--- config.mk ---
export PLATFORM = sky130hd
export DESIGN_NAME = alu_op_sequencer
export DESIGN_NICKNAME = d
export VERILOG_FILES = /design/src/rtl/alu_op_sequencer.sv
export SDC_FILE = /design/constraint.sdc
export NUM_CORES = 1
export LEC_CHECK = 0
export ABC_AREA = 1
export BUFFER_PORTS_ARGS = -buffer_cell sky130_fd_sc_hd__buf_2
export CORE_UTILIZATION = 50
export CTS_BUF_LIST = sky130_fd_sc_hd__clkbuf_4 sky130_fd_sc_hd__clkbuf_8
export CTS_CLUSTER_SIZE = 24
export DETAILED_ROUTE_END_ITERATION = 6
export PLACE_DENSITY_LB_ADDON = 0.1
export SLEW_MARGIN = 20
export SYNTH_ARGS = -nofsm -noshare
export SYNTH_HDL_FRONTEND = slang
export SYNTH_SLANG_ARGS = --single-unit
--- constraint.sdc ---
create_clock -name clk_i -period 5.1 [get_ports clk_i]
set_input_delay 1.275 -clock clk_i [delete_from_list [all_inputs] [get_ports clk_i]]
set_output_delay 1.275 -clock clk_i [all_outputs]
set_load 0.01 [all_outputs]
--- src/rtl/alu_op_sequencer.sv ---
// ============================================================================
// Module   : alu_op_sequencer
// Brief    : Feeds RX operand bytes pairwise to the shared ALU, accumulates the
//            result in A and streams the final word LSB-first onto TX.
// Revision : 1.0 - initial release
// ============================================================================
`default_nettype none

module alu_op_sequencer #(
   parameter int unsigned WIDTH_P = 32
) (
   input  logic               clk_i,
   input  logic               reset_i,
   input  logic               start_i,
   input  logic [1:0]         opcode_i,
   input  logic [15:0]        length_i,
   input  logic               valid_i,
   input  logic [7:0]         data_i,
   output logic               ready_o,
   output logic               alu_valid_o,
   input  logic               alu_ready_i,
   output logic [1:0]         alu_opcode_o,
   output logic [WIDTH_P-1:0] alu_a_o,
   output logic [WIDTH_P-1:0] alu_b_o,
   input  logic               alu_valid_i,
   input  logic [WIDTH_P-1:0] alu_result_i,
   output logic               alu_ready_o,
   output logic               valid_o,
   output logic [7:0]         data_o,
   input  logic               ready_i,
   output logic               busy_o,
   output logic               done_o,
   output logic               error_o
);

   localparam int unsigned c_BYTES = WIDTH_P / 8;
   localparam int unsigned c_IDX_W = (c_BYTES > 1) ? $clog2(c_BYTES) : 1;
   localparam logic [c_IDX_W-1:0] c_IDX_LAST = c_IDX_W'(c_BYTES - 1);
   localparam logic [c_IDX_W-1:0] c_IDX_ONE  = c_IDX_W'(1);

   typedef enum logic [2:0] {
      S_IDLE   = 3'd0,
      S_LOAD_A = 3'd1,
      S_LOAD_B = 3'd2,
      S_ISSUE  = 3'd3,
      S_WAIT   = 3'd4,
      S_SEND   = 3'd5
   } state_t;

   state_t               r_state;
   logic [15:0]          r_count;
   logic [15:0]          r_length;
   logic [1:0]           r_opcode;
   logic [WIDTH_P-1:0]   r_a;
   logic [WIDTH_P-1:0]   r_b;
   logic [c_IDX_W-1:0]   r_bidx;
   logic [c_IDX_W-1:0]   r_tidx;
   logic                 r_ready;
   logic                 r_alu_valid;
   logic                 r_alu_ready;
   logic                 r_valid;
   logic [7:0]           r_data;
   logic                 r_busy;
   logic                 r_done;
   logic                 r_error;

   logic                 w_len_ok;
   logic                 w_rx_fire;
   logic                 w_byte_last;
   logic [c_IDX_W-1:0]   w_bidx_next;
   logic [c_IDX_W-1:0]   w_tidx_next;
   logic [7:0]           w_tx_next_byte;

   // Need at least two operand words and only whole words.
   assign w_len_ok       = (32'(length_i) >= 2 * c_BYTES) &&
                           ((32'(length_i) % c_BYTES) == 32'd0);
   assign w_rx_fire      = valid_i & r_ready;
   assign w_byte_last    = (r_bidx == c_IDX_LAST);
   assign w_bidx_next    = w_byte_last ? '0 : r_bidx + c_IDX_ONE;
   assign w_tidx_next    = r_tidx + c_IDX_ONE;
   assign w_tx_next_byte = r_a[32'(w_tidx_next) * 8 +: 8];

   always_ff @(posedge clk_i) begin
      if (reset_i) begin
         r_state     <= S_IDLE;
         r_count     <= '0;
         r_length    <= '0;
         r_opcode    <= '0;
         r_a         <= '0;
         r_b         <= '0;
         r_bidx      <= '0;
         r_tidx      <= '0;
         r_ready     <= 1'b0;
         r_alu_valid <= 1'b0;
         r_alu_ready <= 1'b0;
         r_valid     <= 1'b0;
         r_data      <= '0;
         r_busy      <= 1'b0;
         r_done      <= 1'b0;
         r_error     <= 1'b0;
      end else begin
         r_done  <= 1'b0;
         r_error <= 1'b0;
         case (r_state)
            S_IDLE: begin
               if (start_i) begin
                  if (w_len_ok) begin
                     r_opcode <= opcode_i;
                     r_length <= length_i;
                     r_count  <= '0;
                     r_bidx   <= '0;
                     r_ready  <= 1'b1;
                     r_busy   <= 1'b1;
                     r_state  <= S_LOAD_A;
                  end else begin
                     r_error <= 1'b1;
                  end
               end
            end

            S_LOAD_A: begin
               if (w_rx_fire) begin
                  r_a[32'(r_bidx) * 8 +: 8] <= data_i;
                  r_count <= r_count + 16'd1;
                  r_bidx  <= w_bidx_next;
                  if (w_byte_last) begin
                     r_state <= S_LOAD_B;
                  end
               end
            end

            S_LOAD_B: begin
               if (w_rx_fire) begin
                  r_b[32'(r_bidx) * 8 +: 8] <= data_i;
                  r_count <= r_count + 16'd1;
                  r_bidx  <= w_bidx_next;
                  if (w_byte_last) begin
                     r_ready     <= 1'b0;
                     r_alu_valid <= 1'b1;
                     r_state     <= S_ISSUE;
                  end
               end
            end

            S_ISSUE: begin
               if (alu_ready_i) begin
                  r_alu_valid <= 1'b0;
                  r_alu_ready <= 1'b1;
                  r_state     <= S_WAIT;
               end
            end

            S_WAIT: begin
               if (alu_valid_i) begin
                  // A becomes the accumulator for any further operand words.
                  r_a         <= alu_result_i;
                  r_alu_ready <= 1'b0;
                  if (r_count == r_length) begin
                     r_tidx  <= '0;
                     r_data  <= alu_result_i[7:0];
                     r_valid <= 1'b1;
                     r_state <= S_SEND;
                  end else begin
                     r_ready <= 1'b1;
                     r_state <= S_LOAD_B;
                  end
               end
            end

            S_SEND: begin
               if (ready_i) begin
                  if (r_tidx == c_IDX_LAST) begin
                     r_valid <= 1'b0;
                     r_busy  <= 1'b0;
                     r_done  <= 1'b1;
                     r_state <= S_IDLE;
                  end else begin
                     r_tidx <= w_tidx_next;
                     r_data <= w_tx_next_byte;
                  end
               end
            end

            default: begin
               r_ready     <= 1'b0;
               r_alu_valid <= 1'b0;
               r_alu_ready <= 1'b0;
               r_valid     <= 1'b0;
               r_busy      <= 1'b0;
               r_state     <= S_IDLE;
            end
         endcase
      end
   end

   assign ready_o      = r_ready;
   assign alu_valid_o  = r_alu_valid;
   assign alu_opcode_o = r_opcode;
   assign alu_a_o      = r_a;
   assign alu_b_o      = r_b;
   assign alu_ready_o  = r_alu_ready;
   assign valid_o      = r_valid;
   assign data_o       = r_data;
   assign busy_o       = r_busy;
   assign done_o       = r_done;
   assign error_o      = r_error;

endmodule

`default_nettype wire

=== Word-level counts from Yosys, hierarchy flattened ===
Cells that the tools add are included.

* Add/subtract/negate cells: 4
* Order comparisons: 1
* Equal/unequal tests: 22
* Shift-type cells: 3
* Muxes and demuxes: 58
* Bitwise logic cells: 10
* Reduce and logical (&&, ||, !) cells: 25

{| class="wikitable"
|+ Operators by type and width
! cell !! count
|-
| 32-bit bitwise mux || 2
|-
| 32-bit 2-to-1 mux || 2
|-
| 32-bit one-hot mux with 2 select lines || 1
|-
| 16-bit 2-to-1 mux || 3
|-
| 5-bit negation with 34-bit output || 1
|-
| 8-bit by 34-bit variable shift with 32-bit output, first input constant || 1
|-
| 8-bit by 34-bit indexed part select with 32-bit output || 1
|-
| 3-bit 2-to-1 mux || 11
|-
| 32-bit logical NOT || 1
|-
| 8-bit 2-to-1 mux || 4
|-
| 16-bit one-hot mux with 2 select lines || 1
|-
| 32-bit by 6-bit indexed part select with 8-bit output || 1
|-
| 2-bit != test, second input constant || 13
|-
| 3-bit one-hot mux with 6 select lines || 1
|-
| 1-bit 2-to-1 mux || 17
|-
| 16-bit by 1-bit adder with 16-bit output, second input constant || 1
|-
| 16-bit == test || 1
|-
| 16-bit by 4-bit >= comparator with 1-bit output, second input constant || 1
|-
| 2-bit 2-to-1 mux || 8
|-
| 8-bit one-hot mux with 2 select lines || 1
|-
| 4-bit OR reduction || 4
|-
| 5-bit AND reduction || 3
|-
| 1-bit one-hot mux with 3 select lines || 4
|-
| 10-bit AND reduction || 1
|-
| 19 further kinds || 39
|}

* Flip-flop bits (word level): 120
* Input bits: 65
* Output and inout port bits: 81
* Word-level logic and storage cells: 139

=== Logic depth before layout (Yosys ltp) ===
* Depth after elaboration: 5
* Gate-level depth with buffers: 13

=== Worst setup path before layout ===
No wires, ideal clock.

* Kind: input to register
* Start: input length_i[15]
* End: register r_count[0]
* Arrival: 2.382 ns
* Slack: 2.648 ns
* Cell stages on the path: 9
* Buffers on the path: 1
* Path through: or2_1 nor2_1 nand2_1 nand2_1 inv_1 nand2_1 buf_2 nand2_1 a21oi_1

* Word-level cells in the longest chain between the ends: 4

{| class="wikitable"
|+ Ends and longest elaborated chain
! item !! RTL line !! text
|-
| from (decl) || 16 || <nowiki>input logic [15:0] length_i,</nowiki>
|-
| 16-bit by 4-bit >= comparator with 1-bit output || 75 || <nowiki>assign w_len_ok = (32'(length_i) >= 2 * c_BYTES) &&</nowiki>
|-
| 1-bit logical AND || 75 ||
|-
| 2-bit != test (no line) || n/a ||
|-
| 4-bit AND reduction (no line) || n/a ||
|-
| to (signal assigned) || 124 || <nowiki>r_count <= r_count + 16'd1;</nowiki>
|-
| to (signal assigned) || 135 || <nowiki>r_count <= r_count + 16'd1;</nowiki>
|-
| to (decl) || 51 || <nowiki>logic [15:0] r_count;</nowiki>
|}

No other way between the ends.
A chain may end at the register's enable or synchronous reset.

=== Worst setup path in the final report ===
* Start: register r_bidx[0]
* End: register r_a[6], in the netlist alu_a_o[6]

* Word-level cells in the longest chain between the ends: 5
* Elaborated cells between the ends (all ways): 6
* Those cells by class: 1 x add/sub; 2 x shift; 3 x mux

{| class="wikitable"
|+ Ends and longest elaborated chain
! item !! RTL line !! text
|-
| from (decl) || 56 || <nowiki>logic [c_IDX_W-1:0] r_bidx;</nowiki>
|-
| from (signal assigned) || 125 || <nowiki>r_bidx <= w_bidx_next;</nowiki>
|-
| from (signal assigned) || 136 || <nowiki>r_bidx <= w_bidx_next;</nowiki>
|-
| 5-bit negation with 34-bit output * || 123 || <nowiki>r_a[32'(r_bidx) * 8 +: 8] <= data_i;</nowiki>
|-
| 8-bit by 34-bit indexed part select with 32-bit output / 8-bit by 34-bit variable shift with 32-bit output (equally long branches) || 123 ||
|-
| 32-bit bitwise mux * || 123 ||
|-
| 32-bit 2-to-1 mux * || 122 || <nowiki>if (w_rx_fire) begin</nowiki>
|-
| 32-bit one-hot mux with 2 select lines * || 104 || <nowiki>case (r_state)</nowiki>
|-
| to (signal, indexed assignment) || 123 ||
|-
| to (signal assigned) || 156 || <nowiki>r_a <= alu_result_i;</nowiki>
|-
| to (decl) || 54 || <nowiki>logic [WIDTH_P-1:0] r_a;</nowiki>
|}

Mark *: on every way between the ends. The rest lies on a longest branch, timed or not. The select of a mux whose other input is x is not followed.

==> results by group <==
Critical path
  – Worst-path maximum fanout: 31
  – Critical Path AT: 3.44 ns
  – RR Startpoint: r_bidx[0]$_SDFFE_PP0P_
  – Crit path launch: r_bidx[0]$_SDFFE_PP0P_
  – CP Capture Type: flip-flop
  – Crit path launch type: flip-flop
  – Critical path type: reg2reg
  – Cells on worst reg2reg path: 9
  – Required time of the critical path: 5.48 ns

Finish
  – Diode count: 0
  – Nets: 1148
  – Layout cells sized above 1: 0.193
  – Number of fill cells: 1217
  – Synth-to-Final Area Change: 18.0%

Yosys
  – Synth top area cells: dfxtp_1 38%, nand2_1 14%, a21oi_1 7.4%
  – Count leader, synth: nand2_1
  – Mux cell area share after synthesis: 0
  – Synthesized net count: 1029
  – Synthesis Warnings: 0
  – Yosys top cell area share: 0.379
  – Post-Synthesis Cells: 958
  – Largest family of logic cells by synthesized area: simple AND/OR/NAND/NOR gates
  – Synth Area per Inst: 6.61 µm²
  – Post-synth top area cell: dfxtp_1
  – Post-synthesis adder-cell area fraction: 0.0119
  – Simple-gate share of the synthesized area: 0.287
  – Post-synthesis register bit count: 120
  – Xor/xnor share of the synthesized area: 0.0180
  – Complex-gate fraction of the synthesized area: 0.196
  – Yosys cell types: 38
  – Synthesized area: 6330 µm²
  – Top FF cell, synth: dfxtp_1
  – Register area share after synthesis: 0.379
  – Async SR Flop Fraction: 0
  – Commonest cells in the netlist: 230 x nand2_1, 120 x dfxtp_1, 108 x inv_1, 98 x nor2_1, 94 x a21oi_1
  – Post-synth EDFFs: 0

Drt
  – Initial drt markers: 465
  – DRC viols: 0
  – Via Count: 6464
  – Vias/cell: 5.14
  – DRT Pass-1 Iters: 6
  – Wire length per cell: 14.2 µm
  – Antenna Nets Post-Route: 0
  – Wirelength, routed: 17800 µm

Global routing
  – Initial antenna violation count: 1
  – First-pass GRT wire length: 28000 µm
  – Largest net degree at the start of global routing: 47
  – Most used routing layer: met2
  – Grt ovf: 0
  – Total Routing Usage GR: 0.279
  – Met3 Use GR: 0.0810
  – Vias in the first global route: 5716
  – Grt met2 use: 0.459
  – Met1 Use GR: 0.352

Placed design
  – Placement Setup Slack: 1.75 ns
  – GP Congestion: 0.914
  – Final HPWL DP: 13400 µm
  – PortBufs: 145

Timing
  – Setup tns final: 0 ns
  – Worst-Margin Slew: 1.06 ns
  – Endpoints failing setup: 0
  – RSZ-0062 raised after global routing: no
  – Count of final max-slew check failures: 0
  – Fin. Hold Viols: 0
  – Final worst slack: 2.03 ns
  – Final cycle utilization of the critical path: 0.601
  – Fmax: 0.326 GHz
  – Clk_skew: 0.0125 ns
  – Min cycle time layout: 3.07 ns
  – Relative slew slack: 0.293

Floorplan
  – Row count: 40
  – Area of the core: 12200 µm²
  – Starting density of the core: 0.521
  – Ports: 146
  – Chip height: 115 µm
  – DIE WIDTH: 115 µm
  – Die ar.: 13100 µm²

Clock tree
  – Post-cts sizing count: 0
  – Hold-fix buffers at CTS: 0
  – TritonCTS clock tree: built
  – Clk pin slew, worst setup/hold paths: 0.08 ns
  – Num CTS Buffers: 17
  – H-tree Lvls: 4
  – Clock Latency Late Sink: 0.45 ns
  – Clock Path Buffers: 2
  – Clock Sinks: 120
  – Root Driver: clkbuf_8
  – Setup Fix Bufs, Post-CTS: 0

Status
  – Outcome: finished clean

Hold path
  – Hold Path Class: reg2reg
  – Worst hold path depth: 2
  – HP Start: alu_b_o[6]$_SDFFE_PP0P_

Power
  – Peak supply drop: 197 µV
  – LEAKAGE: 3.24 nW
  – Pwr dens: 451 nW/µm²

Run
  – MaxCap Viol Count: 0
## where the power goes
group | total (mW) | internal (mW) | switching, mW
Sequential | 1.20 | 1.06 | 0.141
Clock | 0.913 | 0.493 | 0.420
Combinational | 1.26 | 0.382 | 0.877
## layout make-up
cell class                 count  area, µm²  area share
multi-input combinational    675       3260       0.436
sequential                   120       2400       0.321
timing repair buffer         147        741      0.0991
inverter                     116        440      0.0589
clock buffer                  17        234      0.0313
tap                          168        210      0.0281
clock inverter                15        189      0.0253
## critical path: stages (launching register included)
cell	delay (ns)
dfxtp_1	1.01
inv_2	0.21
ha_1	0.48
inv_1	0.13
nand2_1	0.17
nor3_1	0.52
nand2_1	0.14
o21ai_0	0.11
o21ai_1	0.09
a21oi_1	0.12
## kinds of logic (layout without fill, tap and decap cells)
family | after synthesis | after routing
XOR/XNOR | 13 | 13
AND/OR/NAND/NOR | 427 | 427
flip-flops | 120 | 120
AO/OA/AOI/OAI | 229 | 229
adder cells (fa/ha/maj) | 6 | 6
buffers and inverters | 163 | 295
## final timing paths
kind | end | slack [ns]
setup / recovery | alu_a_o[6]$_SDFFE_PP0P_ | 2.03
setup reg to reg | alu_a_o[6]$_SDFFE_PP0P_ | 2.03
hold / removal | alu_b_o[6]$_SDFFE_PP0P_ | 0.46
hold reg to reg | alu_b_o[6]$_SDFFE_PP0P_ | 0.46
## metal layers
layer,share of wire,up-vias
met5,0,-
met4,0.013,0
met3,0.079,21
met2,0.46,237
met1,0.45,2861
li1,-,3345
## through the flow
step / power [mW] / utilization / std cells / hold WS, ns / area (µm²)
after floorplan: 2.14 / - / 958 / 0.444 / 6330
after global placement: 2.45 / 0.579 / 1226 / 0.449 / 7050
after detailed placement: 2.46 / 0.579 / 1226 / 0.454 / 7050
after CTS: 3.37 / 0.614 / 1258 / 0.467 / 7470
after global routing: 3.61 / 0.615 / 1258 / 0.480 / 7470
final: 3.37 / 0.615 / 1258 / 0.461 / 7470
## state kept, by name, summed over array words and instances (netlist names)
signal and cells:
alu_a_o 32, alu_b_o 32, alu_opcode_o 2, alu_ready_o 1, alu_valid_o 1, busy_o 1
data_o 8, done_o 1, error_o 1, r_bidx 2, r_count 16, r_length 16
r_state 3, r_tidx 2, ready_o 1, valid_o 1
## placed cells by master (no fill, tap or decap), types with 2 or more instances in the layout
cell type	count
xor2_1	13
or2_2	2
o21ai_4	2
o21ai_0	73
nor2_4	2
nor3_1	26
clkbuf_8	17
o22ai_1	8
nand2_2	5
bufinv_16	3
ha_1	6
inv_1	107
o21ai_1	37
clkinv_4	4
buf_4	2
a21oi_1	94
buf_2	145
o21ai_2	3
nand4_1	7
nor4_1	3
clkinvlp_4	2
dfxtp_1	120
nand3_1	35
nand2_1	230
nor2_1	98
inv_6	6
inv_2	7
nand2_4	3
a211oi_1	5
nand3b_1	13
No activity file was read; power rests on OpenSTA's default activity.
